[config.mk]
export PLATFORM = sky130hd
export DESIGN_NAME = audio
export DESIGN_NICKNAME = d
export VERILOG_FILES = /design/src/rtl/audio_pkg.sv /design/src/rtl/audio_tone_gen.sv /design/src/rtl/audio.sv
export SDC_FILE = /design/constraint.sdc
export NUM_CORES = 1
export LEC_CHECK = 0
export CAP_MARGIN = 20
export CORE_MARGIN = 8
export CORE_UTILIZATION = 51
export DETAILED_ROUTE_END_ITERATION = 8
export PLACE_DENSITY = 0.7
export SETUP_SLACK_MARGIN = 0.3
export SYNTH_ARGS = -nofsm -noshare
export SYNTH_HDL_FRONTEND = slang
export SYNTH_HIERARCHICAL = 1
export SYNTH_SLANG_ARGS = --single-unit
export TNS_END_PERCENT = 1
[constraint.sdc]
create_clock -name clk -period 3.2 [get_ports clk]
set_input_delay 0.32 -clock clk [delete_from_list [all_inputs] [get_ports clk]]
set_output_delay 0.32 -clock clk [all_outputs]
set_load 0.005 [all_outputs]
[src/rtl/audio_pkg.sv]
// Shared types and defaults for the alarm-tone generator.
// Optional feature macro: AUDIO_REPEAT_EN.
package audio_pkg;

  typedef enum logic [1:0] {
    IDLE = 2'd0,
    TONE = 2'd1,
    GAP  = 2'd2
  } state_e;

  localparam int DEF_HALF_PERIOD = 113636;
  localparam int DEF_BEEP_CYCLES = 25_000_000;
  localparam int DEF_GAP_CYCLES  = 25_000_000;
  localparam int DEF_BEEPS       = 3;

  // Bits needed to hold 0..max.
  function automatic int cw(input int max);
    return (max < 1) ? 1 : $clog2(max + 1);
  endfunction

  function automatic int max2(input int a, input int b);
    return (a > b) ? a : b;
  endfunction

endpackage

[src/rtl/audio_tone_gen.sv]
// Square-wave source: half-period counter plus toggle flop.
// Output is registered and held at 0 while disabled.
module tone_gen
  import audio_pkg::*;
#(
  parameter int HALF_PERIOD = DEF_HALF_PERIOD
) (
  input  logic clk,
  input  logic rst,
  input  logic en,
  input  logic restart,
  output logic tone
);

  localparam int HW = cw(HALF_PERIOD);
  localparam logic [HW-1:0] H_LAST = HW'(HALF_PERIOD - 1);

  logic [HW-1:0] hcnt_q, hcnt_d;
  logic          tog_q, tog_d;

  // Next phase: restart high, toggle at end of each half period.
  always_comb begin
    hcnt_d = '0;
    tog_d  = 1'b0;
    if (!en) begin
      hcnt_d = '0;
      tog_d  = 1'b0;
    end else if (restart) begin
      hcnt_d = '0;
      tog_d  = 1'b1;
    end else if (hcnt_q == H_LAST) begin
      hcnt_d = '0;
      tog_d  = !tog_q;
    end else begin
      hcnt_d = hcnt_q + HW'(1);
      tog_d  = tog_q;
    end
  end

  // Phase state.
  always_ff @(posedge clk or negedge rst) begin
    if (!rst) begin
      hcnt_q <= '0;
      tog_q  <= 1'b0;
    end else begin
      hcnt_q <= hcnt_d;
      tog_q  <= tog_d;
    end
  end

  assign tone = tog_q;

endmodule

[src/rtl/audio.sv]
// Alarm beeper: edge detect on cronofin, beep/gap FSM, tone source.
// Optional feature macro: AUDIO_REPEAT_EN (loop while cronofin held).
module audio
  import audio_pkg::*;
#(
  parameter int HALF_PERIOD = DEF_HALF_PERIOD,
  parameter int BEEP_CYCLES = DEF_BEEP_CYCLES,
  parameter int GAP_CYCLES  = DEF_GAP_CYCLES,
  parameter int BEEPS       = DEF_BEEPS
) (
  input  logic clk,
  input  logic rst,
  input  logic cronofin,
  output logic sonido
);

  localparam int CW = cw(max2(BEEP_CYCLES, GAP_CYCLES));
  localparam int BW = cw(BEEPS);
  localparam logic [CW-1:0] B_LAST  = CW'(BEEP_CYCLES - 1);
  localparam logic [CW-1:0] G_LAST  = CW'(GAP_CYCLES - 1);
  localparam logic [BW-1:0] BEEPS_N = BW'(BEEPS);

  state_e        state_q, state_d;
  logic [CW-1:0] cnt_q, cnt_d;
  logic [BW-1:0] beep_q, beep_d;
  logic          prev_q;
  logic          trig;
  logic          en;
  logic          restart;

  assign trig = cronofin && !prev_q;

  // Beep/gap sequencing; counters clear on every state change.
  always_comb begin
    state_d = state_q;
    cnt_d   = cnt_q;
    beep_d  = beep_q;
    case (state_q)
      IDLE: begin
        if (trig) begin
          state_d = TONE;
          cnt_d   = '0;
          beep_d  = BW'(1);
        end
      end
      TONE: begin
        if (cnt_q == B_LAST) begin
          cnt_d = '0;
          if (beep_q < BEEPS_N) begin
            state_d = GAP;
          end else begin
`ifdef AUDIO_REPEAT_EN
            state_d = GAP;
`else
            state_d = IDLE;
            beep_d  = '0;
`endif
          end
        end else begin
          cnt_d = cnt_q + CW'(1);
        end
      end
      GAP: begin
        if (cnt_q == G_LAST) begin
          cnt_d   = '0;
          state_d = TONE;
          beep_d  = beep_q + BW'(1);
`ifdef AUDIO_REPEAT_EN
          if (beep_q >= BEEPS_N) begin
            if (cronofin) begin
              beep_d = BW'(1);
            end else begin
              state_d = IDLE;
              beep_d  = '0;
            end
          end
`endif
        end else begin
          cnt_d = cnt_q + CW'(1);
        end
      end
      default: begin
        state_d = IDLE;
        cnt_d   = '0;
        beep_d  = '0;
      end
    endcase
  end

  // Tone runs whenever the next state is TONE; phase restarts on entry.
  assign en      = (state_d == TONE);
  assign restart = en && (state_q != TONE);

  // FSM, counters and edge-detect history.
  always_ff @(posedge clk or negedge rst) begin
    if (!rst) begin
      state_q <= IDLE;
      cnt_q   <= '0;
      beep_q  <= '0;
      prev_q  <= 1'b0;
    end else begin
      state_q <= state_d;
      cnt_q   <= cnt_d;
      beep_q  <= beep_d;
      prev_q  <= cronofin;
    end
  end

  tone_gen #(
    .HALF_PERIOD(HALF_PERIOD)
  ) u_tone (
    .clk    (clk),
    .rst    (rst),
    .en     (en),
    .restart(restart),
    .tone   (sonido)
  );

endmodule

Word level (Yosys, flattened, before mapping)
Cells that the tools add are included.
{"block": "word_totals", "inputBits": 3, "out_inout_bits": 1, "elab_cells": 47, "regBits": 48}
{"block": "classes", "n_eq_ne": 11, "addsub": 3, "reduce_logical": 7, "order_cmp": 1, "mux": 19}
{"operator": "$mux W17", "count": 3}
{"operator": "$mux W25", "count": 2}
{"operator": "$pmux W25 S2", "count": 1}
{"operator": "$add A25 B1 Y25 const B", "count": 1}
{"operator": "$eq A25 B25 Y1 const B", "count": 1}
{"operator": "$add A17 B1 Y17 const B", "count": 1}
{"operator": "$eq A17 B17 Y1 const B", "count": 1}
{"operator": "$mux W2", "count": 8}
{"operator": "$pmux W2 S3", "count": 2}
{"operator": "$ne A2 B2 Y1 const B", "count": 4}
{"operator": "$eq A2 B1 Y1 const B", "count": 2}
{"operator": "$reduce_and A4 Y1", "count": 1}
{"operator": "$mux W1", "count": 3}
{"operator": "$ne A3 B1 Y1 const B", "count": 1}
{"operator": "$add A2 B1 Y2 const B", "count": 1}
{"operator": "$eq A2 B2 Y1 const B", "count": 1}
{"operator": "$logic_and A1 B1 Y1", "count": 2}
{"operator": "$logic_not A1 Y1", "count": 2}
{"operator": "$logic_not A2 Y1", "count": 1}
{"operator": "$lt A2 B2 Y1 const B", "count": 1}
{"operator": "$ne A2 B1 Y1 const B", "count": 1}
{"operator": "$reduce_or A2 Y1", "count": 1}

Logic depth before layout (Yosys ltp)
{"block": "logic_depth", "word_depth": 8, "depth_mapped": 12, "depth_no_buf": 8}

Modules after synthesis
The synthesis kept the hierarchy.
{"mod": "audio", "cells_each": 191, "seq_area_each_um2": 750.7, "n_inst": 1, "area_each_um2": 1829.3}
{"mod": "tone_gen", "cells_each": 90, "seq_area_each_um2": 450.4, "n_inst": 1, "area_each_um2": 904.6}

Worst setup path before layout
OpenSTA, ideal clock, no wires.
{"block": "synth_path", "path_kind": "flip-flop to flip-flop", "start": "register cnt_q[8]", "end": "register u_tone.hcnt_q[11]", "stages_incl_launch_ff": 10, "required_ns": 3.129, "setup_ns": 0.071, "t_arrival_ns": 2.391, "synth_period_minus_slack_ns": 2.463, "n_path_buf": 2, "setup_slack_ns": 0.737, "cell_sequence": "dfrtp_1 -> nor4_1 -> nand4_1 -> o31ai_4 -> o211ai_1 -> a211oi_1 -> or3b_1 -> buf_4 -> buf_4 -> nor2_1"}
{"block": "synth_between", "elab_chain_len": 7, "elab_cells_between_ends": 8, "cone_classes": "eq/ne: 2; mux: 5; reduce/logical: 1"}
{"item": "start: declaration", "line": "audio.sv:24", "rtl": "logic [CW-1:0] cnt_q, cnt_d;"}
{"item": "start signal: assignment", "line": "audio.sv:103", "rtl": "cnt_q <= cnt_d;"}
{"item": "$eq A25 B25 Y1 *", "line": "audio.sv:47, audio.sv:64"}
{"item": "$mux W2, on equally long branches", "line": "audio.sv:64, audio.sv:47"}
{"item": "$pmux W2 S3 *", "line": "audio.sv:38", "rtl": "case (state_q)"}
{"item": "$eq A2 B1 Y1 *", "line": "audio.sv:91", "rtl": "assign en = (state_d == TONE);"}
{"item": "named net en", "line": "audio.sv:28", "rtl": "logic en;"}
{"item": "$logic_and A1 B1 Y1", "line": "audio.sv:92", "rtl": "assign restart = en && (state_q != TONE);"}
{"item": "$mux W17", "line": "audio_tone_gen.sv:28", "rtl": "end else if (restart) begin"}
{"item": "$mux W17 *", "line": "audio_tone_gen.sv:25", "rtl": "if (!en) begin"}
{"item": "named net u_tone.hcnt_d[11]", "line": "audio_tone_gen.sv:18", "rtl": "logic [HW-1:0] hcnt_q, hcnt_d;"}
{"item": "end signal: assignment", "line": "audio_tone_gen.sv:46", "rtl": "hcnt_q <= hcnt_d;"}
{"item": "end: declaration", "line": "audio_tone_gen.sv:18"}
The timed path passes the listed nets; every way through them passes the cells marked *.
A chain may end at the register's enable or synchronous reset.

Final worst setup path
{"block": "layout_path", "start": "register cnt_q[9]", "end": "register u_tone.hcnt_q[0]"}
Same word-level chain as after synthesis.

==> reports/qor.txt <==
Seq cells post-synth - 48
Fmax - 379.0 MHz
Clock Power Share - 27.4%
CP Capture Type - flip-flop
Gpl congestion - 0.8585
Delay-heaviest family, CP - simple AND/OR/NAND/NOR gates
Worst-path clk slew - 0.09 ns
Bufs and invs on worst path - 0
Measured slew at the worst slew-check pin - 0.4880 ns
Reg area - 0.001201 mm^2
Post CTS Setup Buffer Count - 0
Sw Ratio - 34.96%
Static leakage - 1.198 nW
Nets@finish - 299
Core ar. - 0.005140 mm^2
DRT Wirelength - 5303 um
Starting density of the core - 53.19%
Status - complete, no violations
Die ar. - 0.007959 mm^2
Tmin final - 2.638 ns
Mapped cell area - 0.002734 mm^2
Netlist cell types - 59
Crit-path cells - nor4_1 > nand4_1 > o31ai_4 > o211ai_1 > a211oi_1 > or3b_4 > nor2_1
Initial antenna violation count - 0
Final period utilization - 82.45%
DRC violations left - 0
Synth warnings - 6
Cell Pwr Density - 537.1 mW/mm^2
Clock latency on the worst-skew pair - 0.31 ns
Area Growth Syn to Fin - 8.330%
Pint - 1.035 mW
Multi-input logic area - 0.001454 mm^2
CP max stage delay - 0.53 ns
Max FO, Critical Path - 17
Clk root buf - clkbuf_8
Worst r2r src - cnt_q[9]
Avg Synthesized Cell Area - 9.729 um^2
Vias - 2002
Sequential Power Share - 44.3%
Number of DRC markers in iteration 0 - 83
Critical Path RT - 3.43 ns
Max-slew violations - 0
Ratio of cells with drive above 1 in the final layout - 10.69%
Synth Flop Type - dfrtp_1
Final setup fails - 0
Ports - 4
RSZ-0062 raised after global routing - false
Largest net degree at the start of global routing - 49
Vias in the first global route - 1918
H-tree depth - 2
Syn Inst Count - 281
Synth area leader - dfrtp_1
Final Hold Fails - 0
Die H - 89.22 um
First-pass GRT wire length - 9163 um
Std cell rows - 26
Combinational Power Share - 28.3%
GRT Total Usage - 14.92%
Total CTS buffers - 5
Number of synthesized flops with an enable pin - 0
NetSw - 0.5561 mW
Max Cap Violations - 0
Post-synth top area share - 43.94%
CP Data Arrival Time - 2.87 ns
Die span in x - 89.22 um
Grt ovf - 0
Reg2reg path depth - 7
Min-Delay Path Class - in -> async
Worst Setup Path Type - reg -> reg
Post-DP HPWL - 3621 um
Startpoint type of the worst setup path - flip-flop
Antenna Cells - 0
Post-synth net total - 291
FILL cells - 492
TritonRoute pass-1 iters - 4
Setup TNS - 0 ns
Fin Clk Skew - 0.01050 ns
Port buffer count - 3
CTS sink cnt - 48
Maximum vdd ir drop - 0.0003067 V
Slew headroom - 67.46%
CTS tree - built
Overall Power - 1.591 mW
Clk buf depth - 2
Synth top area cells - dfrtp_1, nor2_1, xor2_1
Sequential cell area fraction in the yosys report - 43.94%
DR vias/cell - 5.561
Antenna viol nets, final - 0
R2R Setup Slk - 0.56 ns
Max stage delay cell, worst path - or3b_4
Fraction of registers with async set/reset - 100.0%
RR Endpoint - u_tone/hcnt_q[0]
WL/cell - 14.73 um
## Yosys cell counts, drive strengths merged (2+ instances only)
library cell / instances
a31oi: 4
and4b: 2
o31ai: 3
nand4: 17
xnor2: 14
or4: 2
inv: 10
xor2: 18
o21ai: 5
nor4: 7
nand2b: 2
nand3: 18
nor2: 44
a21oi: 7
or3: 2
nor3: 6
a211oi: 4
or2b: 2
ha: 7
dfrtp: 48
and4: 2
nor2b: 2
buf: 5
and3: 3
nand2: 27
## timing repair
| action | in CTS | in global routing |
|---|---|---|
| hold buffers | 0 | 1 |
| endpoints found under the hold margin | 0 | 18 |
| resized for setup | 0 | 1 |
| endpoints found under the setup margin | 0 | 17 |
## sequential cells by signal, indices dropped and copies added, names as in the netlist
name	cells
cnt_q	25
u_tone/hcnt_q	17
state_q	2
u_tone/tone	1
prev_q	1
beep_q	2
## placed cells by master (no fill, tap or decap), drive strengths merged, types with 5 or more instances in the layout
cell and count:
nor2 44, dfrtp 48, xnor2 14, a21oi 7
xor2 18, nor3 6, o21ai 5, nand3 18
nor4 7, nand4 17, clkbuf 5, inv 10
ha 7, nand2 27
## worst reg2reg max path, stage by stage (launching register included)
cell      delay [ns]
dfrtp_1         0.44
nor4_1          0.33
nand4_1         0.31
o31ai_4         0.42
o211ai_1        0.15
a211oi_1        0.25
or3b_4          0.53
nor2_1          0.13
## kinds of logic after synthesis
family	synth area share, %
multiplexers	0.7780
AND/OR/NAND/NOR	29.06
flip-flops	43.94
buffers and inverters	2.975
adder cells (fa/ha/maj)	3.204
XOR/XNOR	10.25
AO/OA/AOI/OAI	9.794
## stage by stage
stage	instance area (um^2)	hold slack, ns	setup slack, ns	util (%)	std cells
floorplan	2734	0.02441	0.7371	-	281
detailed placement	2818	0.5045	0.4021	54.82	350
global placement	2818	0.4858	0.4929	54.82	350
CTS	2929	0.2284	0.3836	56.99	358
global route	2962	0.4842	0.3555	57.62	360
finish	2962	0.4738	0.5617	57.62	360
## power by group through the flow
stage / Sequential [mW] / Clock, mW / Combinational, mW
after floorplan: 0.697 / 0 / 0.383
after global placement: 0.712 / 0 / 0.429
after detailed placement: 0.716 / 0 / 0.441
after CTS: 0.703 / 0.448 / 0.442
after global routing: 0.714 / 0.476 / 0.508
final: 0.705 / 0.436 / 0.450
## metal layers
layer / track usage [%] / share of wire [%]
met1: 20.88 / 54
met2: 21.75 / 42
met5: 0 / 0
met3: 3.309 / 2.4
met4: 5.740 / 1.3
## final cells by class
type	count	area share [%]
clock buffers	5	2.324
clock inverters	3	1.436
inverters	10	1.267
multi-input cells	217	49.09
flip-flops and latches	48	40.56
well taps	70	2.957
repair buffers	7	2.366
## how the worst max path moves through the flow
stage                     cells past startpoint                 to     start  slack [ns]
after detailed placement                      7  u_tone/hcnt_q[12]  cnt_q[8]        0.40
after CTS                                     7   u_tone/hcnt_q[0]  cnt_q[9]        0.38
after global routing                          7   u_tone/hcnt_q[0]  cnt_q[9]        0.36
after global placement                        7   u_tone/hcnt_q[0]  cnt_q[9]        0.49
after floorplan                               9  u_tone/hcnt_q[11]  cnt_q[8]        0.74
final                                         7   u_tone/hcnt_q[0]  cnt_q[9]        0.56
(Power assumes the default switching activity.)
